==> src/rtl/digit_code_pkg.sv <==
// ============================================================================
// Module   : digit_code_pkg
// Brief    : State enumeration and 3-bit segment codes for digit_code_seq.
// Revision : 1.0  initial release
// ============================================================================
`default_nettype none

package digit_code_pkg;

   typedef enum logic [2:0] {
      ST_BLANK = 3'd0,
      ST_D1    = 3'd1,
      ST_D2    = 3'd2,
      ST_D3    = 3'd3,
      ST_D4    = 3'd4
   } state_e;

   // Code bit order is {MSB, B, LSB}.
   localparam logic [2:0] CODE_BLANK = 3'b000;
   localparam logic [2:0] CODE_D1    = 3'b110;
   localparam logic [2:0] CODE_D2    = 3'b001;
   localparam logic [2:0] CODE_D3    = 3'b011;
   localparam logic [2:0] CODE_D4    = 3'b101;

   function automatic logic [2:0] state_code(input state_e s);
      logic [2:0] code;
      case (s)
         ST_D1:   code = CODE_D1;
         ST_D2:   code = CODE_D2;
         ST_D3:   code = CODE_D3;
         ST_D4:   code = CODE_D4;
         default: code = CODE_BLANK;
      endcase
      return code;
   endfunction

endpackage

`default_nettype wire

==> src/rtl/btn_debounce.sv <==
// ============================================================================
// Module   : btn_debounce
// Brief    : 2-flop synchronizer, counting debouncer and one-cycle rise pulse.
// Revision : 1.0  initial release
// ============================================================================
`default_nettype none

module btn_debounce #(
   parameter int DEBOUNCE_CYCLES = 4
) (
   input  logic clk,
   input  logic rst_n,
   input  logic btn_i,
   output logic pulse_o
);

   localparam logic [7:0] CNT_LAST = 8'(DEBOUNCE_CYCLES - 1);

   logic       sync1_q, sync2_q;
   logic       deb_q, deb_d;
   logic       deb_dly_q;
   logic       pulse_q;
   logic [7:0] cnt_q, cnt_d;

   // Any cycle where the synchronized input agrees with deb_q restarts the run.
   always_comb begin
      deb_d = deb_q;
      cnt_d = '0;
      if (sync2_q != deb_q) begin
         if (cnt_q == CNT_LAST) begin
            deb_d = sync2_q;
         end else begin
            cnt_d = cnt_q + 8'd1;
         end
      end
   end

   always_ff @(posedge clk or negedge rst_n) begin
      if (!rst_n) begin
         sync1_q   <= 1'b0;
         sync2_q   <= 1'b0;
         deb_q     <= 1'b0;
         deb_dly_q <= 1'b0;
         pulse_q   <= 1'b0;
         cnt_q     <= '0;
      end else begin
         sync1_q   <= btn_i;
         sync2_q   <= sync1_q;
         deb_q     <= deb_d;
         deb_dly_q <= deb_q;
         pulse_q   <= deb_q & ~deb_dly_q;
         cnt_q     <= cnt_d;
      end
   end

   assign pulse_o = pulse_q;

endmodule

`default_nettype wire

==> src/rtl/digit_code_seq.sv <==
// ============================================================================
// Module   : digit_code_seq
// Brief    : Button-stepped BLANK/D1..D4 sequencer driving a 7-seg code.
//            Optional auto-step prescaler: define DIGIT_SEQ_AUTO_STEP_EN.
// Revision : 1.0  initial release
// ============================================================================
`default_nettype none

module digit_code_seq
   import digit_code_pkg::*;
#(
   parameter int DEBOUNCE_CYCLES = 4,
   parameter int AUTO_DIV        = 8
) (
   input  logic clk,
   input  logic rst_n,
   input  logic btn_next,
   input  logic btn_clr,
   input  logic run,
   input  logic auto,
   output logic MSB,
   output logic B,
   output logic LSB,
   output logic valid,
   output logic wrap
);

   logic       step_pulse, clr_pulse;
   logic       step_any;
   state_e     state_q, state_d;
   logic [2:0] code_q;
   logic       valid_q;
   logic       wrap_q, wrap_d;

   btn_debounce #(.DEBOUNCE_CYCLES(DEBOUNCE_CYCLES)) u_deb_next (
      .clk     (clk),
      .rst_n   (rst_n),
      .btn_i   (btn_next),
      .pulse_o (step_pulse)
   );

   btn_debounce #(.DEBOUNCE_CYCLES(DEBOUNCE_CYCLES)) u_deb_clr (
      .clk     (clk),
      .rst_n   (rst_n),
      .btn_i   (btn_clr),
      .pulse_o (clr_pulse)
   );

`ifdef DIGIT_SEQ_AUTO_STEP_EN
   localparam int PW = (AUTO_DIV > 1) ? $clog2(AUTO_DIV) : 1;
   localparam logic [PW-1:0] PRESC_LAST = PW'(AUTO_DIV - 1);

   logic [PW-1:0] presc_q, presc_d;
   logic          auto_tick;

   assign auto_tick = auto & run & (presc_q == PRESC_LAST);

   always_comb begin
      presc_d = presc_q + 1'b1;
      if (!auto || !run || clr_pulse || (presc_q == PRESC_LAST)) begin
         presc_d = '0;
      end
   end

   always_ff @(posedge clk or negedge rst_n) begin
      if (!rst_n) begin
         presc_q <= '0;
      end else begin
         presc_q <= presc_d;
      end
   end

   // OR-merging means a coincident manual step and tick advance only once.
   assign step_any = step_pulse | auto_tick;
`else
   logic unused_auto;
   assign unused_auto = auto;
   assign step_any    = step_pulse;
`endif

   always_comb begin
      state_d = state_q;
      wrap_d  = 1'b0;
      if (clr_pulse) begin
         state_d = ST_BLANK;
      end else if (step_any && run) begin
         case (state_q)
            ST_BLANK: state_d = ST_D1;
            ST_D1:    state_d = ST_D2;
            ST_D2:    state_d = ST_D3;
            ST_D3:    state_d = ST_D4;
            ST_D4: begin
               state_d = ST_D1;
               wrap_d  = 1'b1;
            end
            default:  state_d = ST_BLANK;
         endcase
      end
   end

   // Outputs are registered from the next state so they move on the same edge.
   always_ff @(posedge clk or negedge rst_n) begin
      if (!rst_n) begin
         state_q <= ST_BLANK;
         code_q  <= CODE_BLANK;
         valid_q <= 1'b0;
         wrap_q  <= 1'b0;
      end else begin
         state_q <= state_d;
         code_q  <= state_code(state_d);
         valid_q <= (state_d != ST_BLANK);
         wrap_q  <= wrap_d;
      end
   end

   assign MSB   = code_q[2];
   assign B     = code_q[1];
   assign LSB   = code_q[0];
   assign valid = valid_q;
   assign wrap  = wrap_q;

endmodule

`default_nettype wire
==> config.mk <==
export PLATFORM = sky130hd
export DESIGN_NAME = digit_code_seq
export DESIGN_NICKNAME = d
export VERILOG_FILES = /design/src/rtl/digit_code_pkg.sv /design/src/rtl/btn_debounce.sv /design/src/rtl/digit_code_seq.sv
export SDC_FILE = /design/constraint.sdc
export NUM_CORES = 1
export LEC_CHECK = 0
export BUFFER_PORTS_ARGS = -buffer_cell sky130_fd_sc_hd__buf_2
export CAP_MARGIN = 20
export CORE_MARGIN = 1.5
export CORE_UTILIZATION = 30
export CTS_CLUSTER_SIZE = 25
export DETAILED_ROUTE_END_ITERATION = 6
export SYNTH_ARGS = -nofsm -noshare
export SYNTH_HDL_FRONTEND = slang
export SYNTH_SLANG_ARGS = --single-unit
==> constraint.sdc <==
create_clock -name clk -period 1.6 [get_ports clk]
set_input_delay 0.08 -clock clk [delete_from_list [all_inputs] [get_ports clk]]
set_output_delay 0.08 -clock clk [all_outputs]
set_load 0.05 [all_outputs]
# Word-level counts from Yosys, hierarchy flattened
# Cells that the tools add are included.
[op_classes]
add_sub_neg = 2
n_eq_ne = 12
n_mux = 11
bitwise_logic = 4
n_reduce_logical = 6
[ops]
columns = ["op", "n"]
rows = [
  ["$mux 8", 4],
  ["$pmux 3 s4", 2],
  ["$add 8x1->8 const B", 2],
  ["$eq 8x2->1 const B", 2],
  ["$eq 3x2->1 const B", 4],
  ["$eq 3x1->1 const B", 2],
  ["$eq 3x3->1 const B", 2],
  ["$mux 3", 2],
  ["$reduce_and 2->1", 2],
  ["$logic_not 3->1", 1],
  ["$mux 1", 3],
  ["$reduce_bool 3->1", 1],
  ["$and 1x1->1", 2],
  ["$ne 1x1->1", 2],
  ["$not 1->1", 2],
  ["$reduce_or 2->1", 1],
  ["$logic_and 1x1->1", 1],
]
[word_totals]
regBits = 34
inputBits = 6
out_inout_bits = 5
wordCells = 51

# Depth between registers and ports, before layout
[depth]
ltp_word = 7
depth_mapped = 4
ltp_nobuf = 4

# Cells and area by module
# Synthesis repeated with hierarchy kept, for this count alone.
[hier_totals]
hier_cells = 135
hier_area_um2 = 1496.4
[modules_own_cells]
columns = ["module", "instances", "cells_per_inst", "area_per_inst_um2", "seq_area_each_um2"]
rows = [
  ["btn_debounce", 2, 47, 549.3, 325.3],
  ["digit_code_seq", 1, 41, 397.9, 200.2],
]

# Worst setup path before layout
# Ideal clock, no wire load.
[synth_path]
path_type = "register to register"
startpoint = "register u_deb_next.cnt_q[0]"
endpoint = "register u_deb_next.deb_q"
setup_ns = 0.127
t_arrival_ns = 1.495
t_required_ns = 1.473
slack_ns = -0.022
stages_incl_launch_ff = 5
n_path_buf = 0
period_less_slack_ns = 1.622
path_cell_list = "dfrtp_1 -> ha_1 -> or4b_4 -> nor2_2 -> mux2_1"
[synth_via]
elab_chain_cells = 2
[synth_rtl]
columns = ["element", "line_no", "rtl"]
rows = [
  ["from (decl)", "btn_debounce.sv:23", "logic [7:0] cnt_q, cnt_d;"],
  ["from (signal assigned)", "btn_debounce.sv:52", "cnt_q <= cnt_d;"],
  ["$eq 8x2->1", "btn_debounce.sv:30", "if (cnt_q == CNT_LAST) begin"],
  ["$reduce_and 2->1 (no line)", "n/a", ""],
  ["to (signal assigned)", "btn_debounce.sv:42", "deb_q <= 1'b0;"],
  ["to (signal assigned)", "btn_debounce.sv:49", "deb_q <= deb_d;"],
  ["to (decl)", "btn_debounce.sv:20", "logic deb_q, deb_d;"],
]
# Every way passes these cells.
# A chain may end at the register's enable or synchronous reset.

# Worst setup path in the final report
[layout_path]
startpoint = "register u_deb_clr.cnt_q[6]"
endpoint = "register u_deb_clr.deb_q"
[layout_via]
elab_chain_cells = 2
[layout_rtl]
columns = ["element", "line_no"]
rows = [
  ["from (decl)", "btn_debounce.sv:23"],
  ["from (signal assigned)", "btn_debounce.sv:52"],
  ["$eq 8x2->1", "btn_debounce.sv:30"],
  ["$reduce_and 2->1 (no line)", "n/a"],
  ["to (signal assigned)", "btn_debounce.sv:42"],
  ["to (signal assigned)", "btn_debounce.sv:49"],
  ["to (decl)", "btn_debounce.sv:20"],
]
# Every way passes these cells.

==> metrics <==
largest net degree at the start of global routing 35; Flop pwr share roughly 48%; detailed placement HPWL 1.63 mm; Critical Setup Path Class register to register; vias per cell between 5 and 6; pre-CTS setup slack a little under 0.04 ns; maximum vdd drop approximately 0.5 mV; Worst-Margin Slew approximately 0.73 ns; Async SR Flop Fraction 100%; Yosys cell types 31; Routability Congestion 0.843; hold endpoint code_q[2]$_DFF_PN0_; Row Count 24; full die area 0.00516 mm^2; synth top area cells dfrtp_1, a21oi_1, nor2_1; GR Util All Layers 10.7%; Core Area about 0.0044 mm^2; routed via count around 1,000; Reg-to-Reg End u_deb_clr.deb_q$_DFFE_PN0P_; Mean Syn Cell Area around 11 um^2; Setup crit end kind register; Max Slew Vio Count 0; Switch Pwr about 0.93 mW; Die Ht just over 70 um; synthesis-to-layout area growth 18.7%; CTS H-tree lvls 2; Multi-input gate area 559 um^2; P_int roughly 1.7 mW; Routed Antenna Nets 0; PwrDens roughly 1500 mW/mm^2; wire per inst around 12 um; status finished clean; max incr delay on CP 0.57 ns; worst min path class primary input to register; Final Cycle Share between 90 and 100%; TritonCTS clock tree built; Yosys reg bits 34; clock share of power 22.2%; register area share after synthesis 59.9%; largest area contributor in the netlist dfrtp_1; Worst-Skew Late Latency 0.29 ns; path depth of the worst reg2reg path 3; Leak roughly 0.75 nW; first-pass GRT wire length a little over 4 mm; top cell type's share of synthesized area about three fifths; Comb power frac ~30%; share of layout cells above drive strength 1 20.5%; Slew headroom between 50% and 60%; Filler cells between 400 and 500; Slowest-stage cell, CP or4_4; CTS Sinks 34; CTS root buffer clkbuf_8; Fin Hold WS between 0.2 and 0.25 ns; DRC 0; Mapped Area ~0.0014 mm^2; Post-Syn Instances ~130; Fmax 0.643 GHz; Worst EP arrival between 1.5 and 2 ns; CP Max Fanout 4; Hold Fails Final Rpt 0; Synth top cells by count dfrtp_1, a21oi_1, nor2_1; met1 Resource Use GR between 10% and 20%; total power 2.61 mW; clk buf depth 2; switching share of power between 30% and 40%; vias in the first global route about 940; clock-pin slew on the worst setup and hold paths about 0.07 ns; clock skew 0.0101 ns; GR Layer Usage met3 ~5.1%; gr ovfl total 0; I/O pin cnt 11; Syn Nets between 100 and 150; CP Launch Type register; Initial Util 32.0%; Post-synth EDFFs 0; # nets final between 150 and 200; register area approximately 850 um^2; setup violators final 0; first-pass detailed-route iteration total 6; worst r2r src u_deb_clr.cnt_q[6]$_DFF_PN0_; Required @ worst endpoint 1.76 ns; Num CTS Buffers 5; critical path cell sequence or4_4 -> nor2_2 -> mux2_2; met2 Use GR ~16%; # diodes 0; # port buffers 9; GR peak layer met2; final wirelength ~2.4 mm; Yosys warning count 0; Hold Crit Depth 4; Main synth FF type dfrtp_1; DR iter-0 viols 30; minimum clock period between 1.5 and 2 ns; max_cap viols 0; min-delay src run; Die X 71.8 um; count leader, synth dfrtp_1; initial antenna violation count 0; Worst R2R Setup Slack roughly 0.045 ns; Final WS setup between 0.04 and 0.05 ns
## timing repair
action	in CTS	in global routing
buffers inserted	0	0
hold endpoints to repair	36	0
resized for setup	0	2
setup endpoints to repair	0	1
hold buffers	3	0
## layout make-up
| class | instances | area share, % |
|---|---|---|
| clock buffer | 7 | 4.53 |
| inverter | 2 | 0.445 |
| multi-input combinational | 89 | 33.2 |
| tap | 52 | 3.86 |
| timing repair buffer | 19 | 7.57 |
| sequential | 34 | 50.4 |
## layer usage
layer | wire [um] | part of all wire, %
met1 | 1110 | 47
met2 | 1130 | 47
met3 | 125 | 5.2
met4 | 26 | 1.1
met5 | 0 | 0
## registers in the layout (all words and copies together), names as in the netlist, 3 cells and up
register          count
u_deb_clr.cnt_q       8
u_deb_next.cnt_q      8
state_q               3
code_q                3
## cell usage in the layout, fill, tap and decap left out, drive strengths merged, types with 2 or more instances in the layout
cell type and count:
xor2 5, dlygate4sd3 3, nor2 14, nand2 6, nand3 9, ha 2, a21oi 13, or3 7
nand4 2, buf 16, a211o 2, inv 2, mux2 2, dfrtp 34, and2 3, o21ai 8
nor2b 2, xnor2 4, clkbuf 7
## worst max path at each step
stage | endpoint | startpoint | depth (start not counted)
2_1_floorplan | u_deb_next.deb_q$_DFFE_PN0P_ | u_deb_next.cnt_q[0]$_DFF_PN0_ | 4
3_3_place_gp | u_deb_clr.deb_q$_DFFE_PN0P_ | u_deb_clr.cnt_q[0]$_DFF_PN0_ | 4
3_5_place_dp | u_deb_clr.deb_q$_DFFE_PN0P_ | u_deb_clr.cnt_q[0]$_DFF_PN0_ | 4
4_1_cts | u_deb_clr.deb_q$_DFFE_PN0P_ | u_deb_clr.cnt_q[0]$_DFF_PN0_ | 4
5_1_grt | u_deb_clr.deb_q$_DFFE_PN0P_ | u_deb_clr.cnt_q[6]$_DFF_PN0_ | 3
6_report | u_deb_clr.deb_q$_DFFE_PN0P_ | u_deb_clr.cnt_q[6]$_DFF_PN0_ | 3
## critical path: cells and delay by family, from the launching register on
kind | cells | cell delay (ns)
AND/OR/NAND/NOR | 2 | 0.70
multiplexers | 1 | 0.33
flip-flops | 1 | 0.41
## power by group through the flow
stage / clock [mW] / sequential [mW] / combinational, mW
after floorplan: 0 / 1.34 / 0.479
after global placement: 0 / 1.25 / 0.757
after detailed placement: 0 / 1.26 / 0.777
after CTS: 0.599 / 1.25 / 0.787
after global routing: 0.640 / 1.28 / 0.874
final: 0.581 / 1.25 / 0.787
## stage by stage
stage | TNS [ns] | area [um^2] | cells | util (%)
2_1_floorplan | 0 | 1420 | 128 | -
3_3_place_gp | 0 | 1580 | 193 | 35.4
3_5_place_dp | 0 | 1580 | 193 | 35.4
4_1_cts | 0 | 1680 | 203 | 37.8
5_1_grt | -0.0112 | 1690 | 203 | 38.0
6_report | 0 | 1690 | 203 | 38.0
## cell families (layout without fill, tap and decap cells)
| group | count (synthesis) | in the layout | share of synthesized area [%] |
|---|---|---|---|
| flip-flops | 34 | 34 | 59.9 |
| XOR/XNOR | 9 | 9 | 5.55 |
| multiplexers | 2 | 2 | 1.58 |
| AND/OR/NAND/NOR | 49 | 49 | 18.8 |
| buffers and inverters | 5 | 28 | 1.32 |
| adder cells (fa/ha/maj) | 2 | 2 | 1.76 |
| AO/OA/AOI/OAI | 27 | 27 | 11.2 |
(Power assumes the default switching activity.)
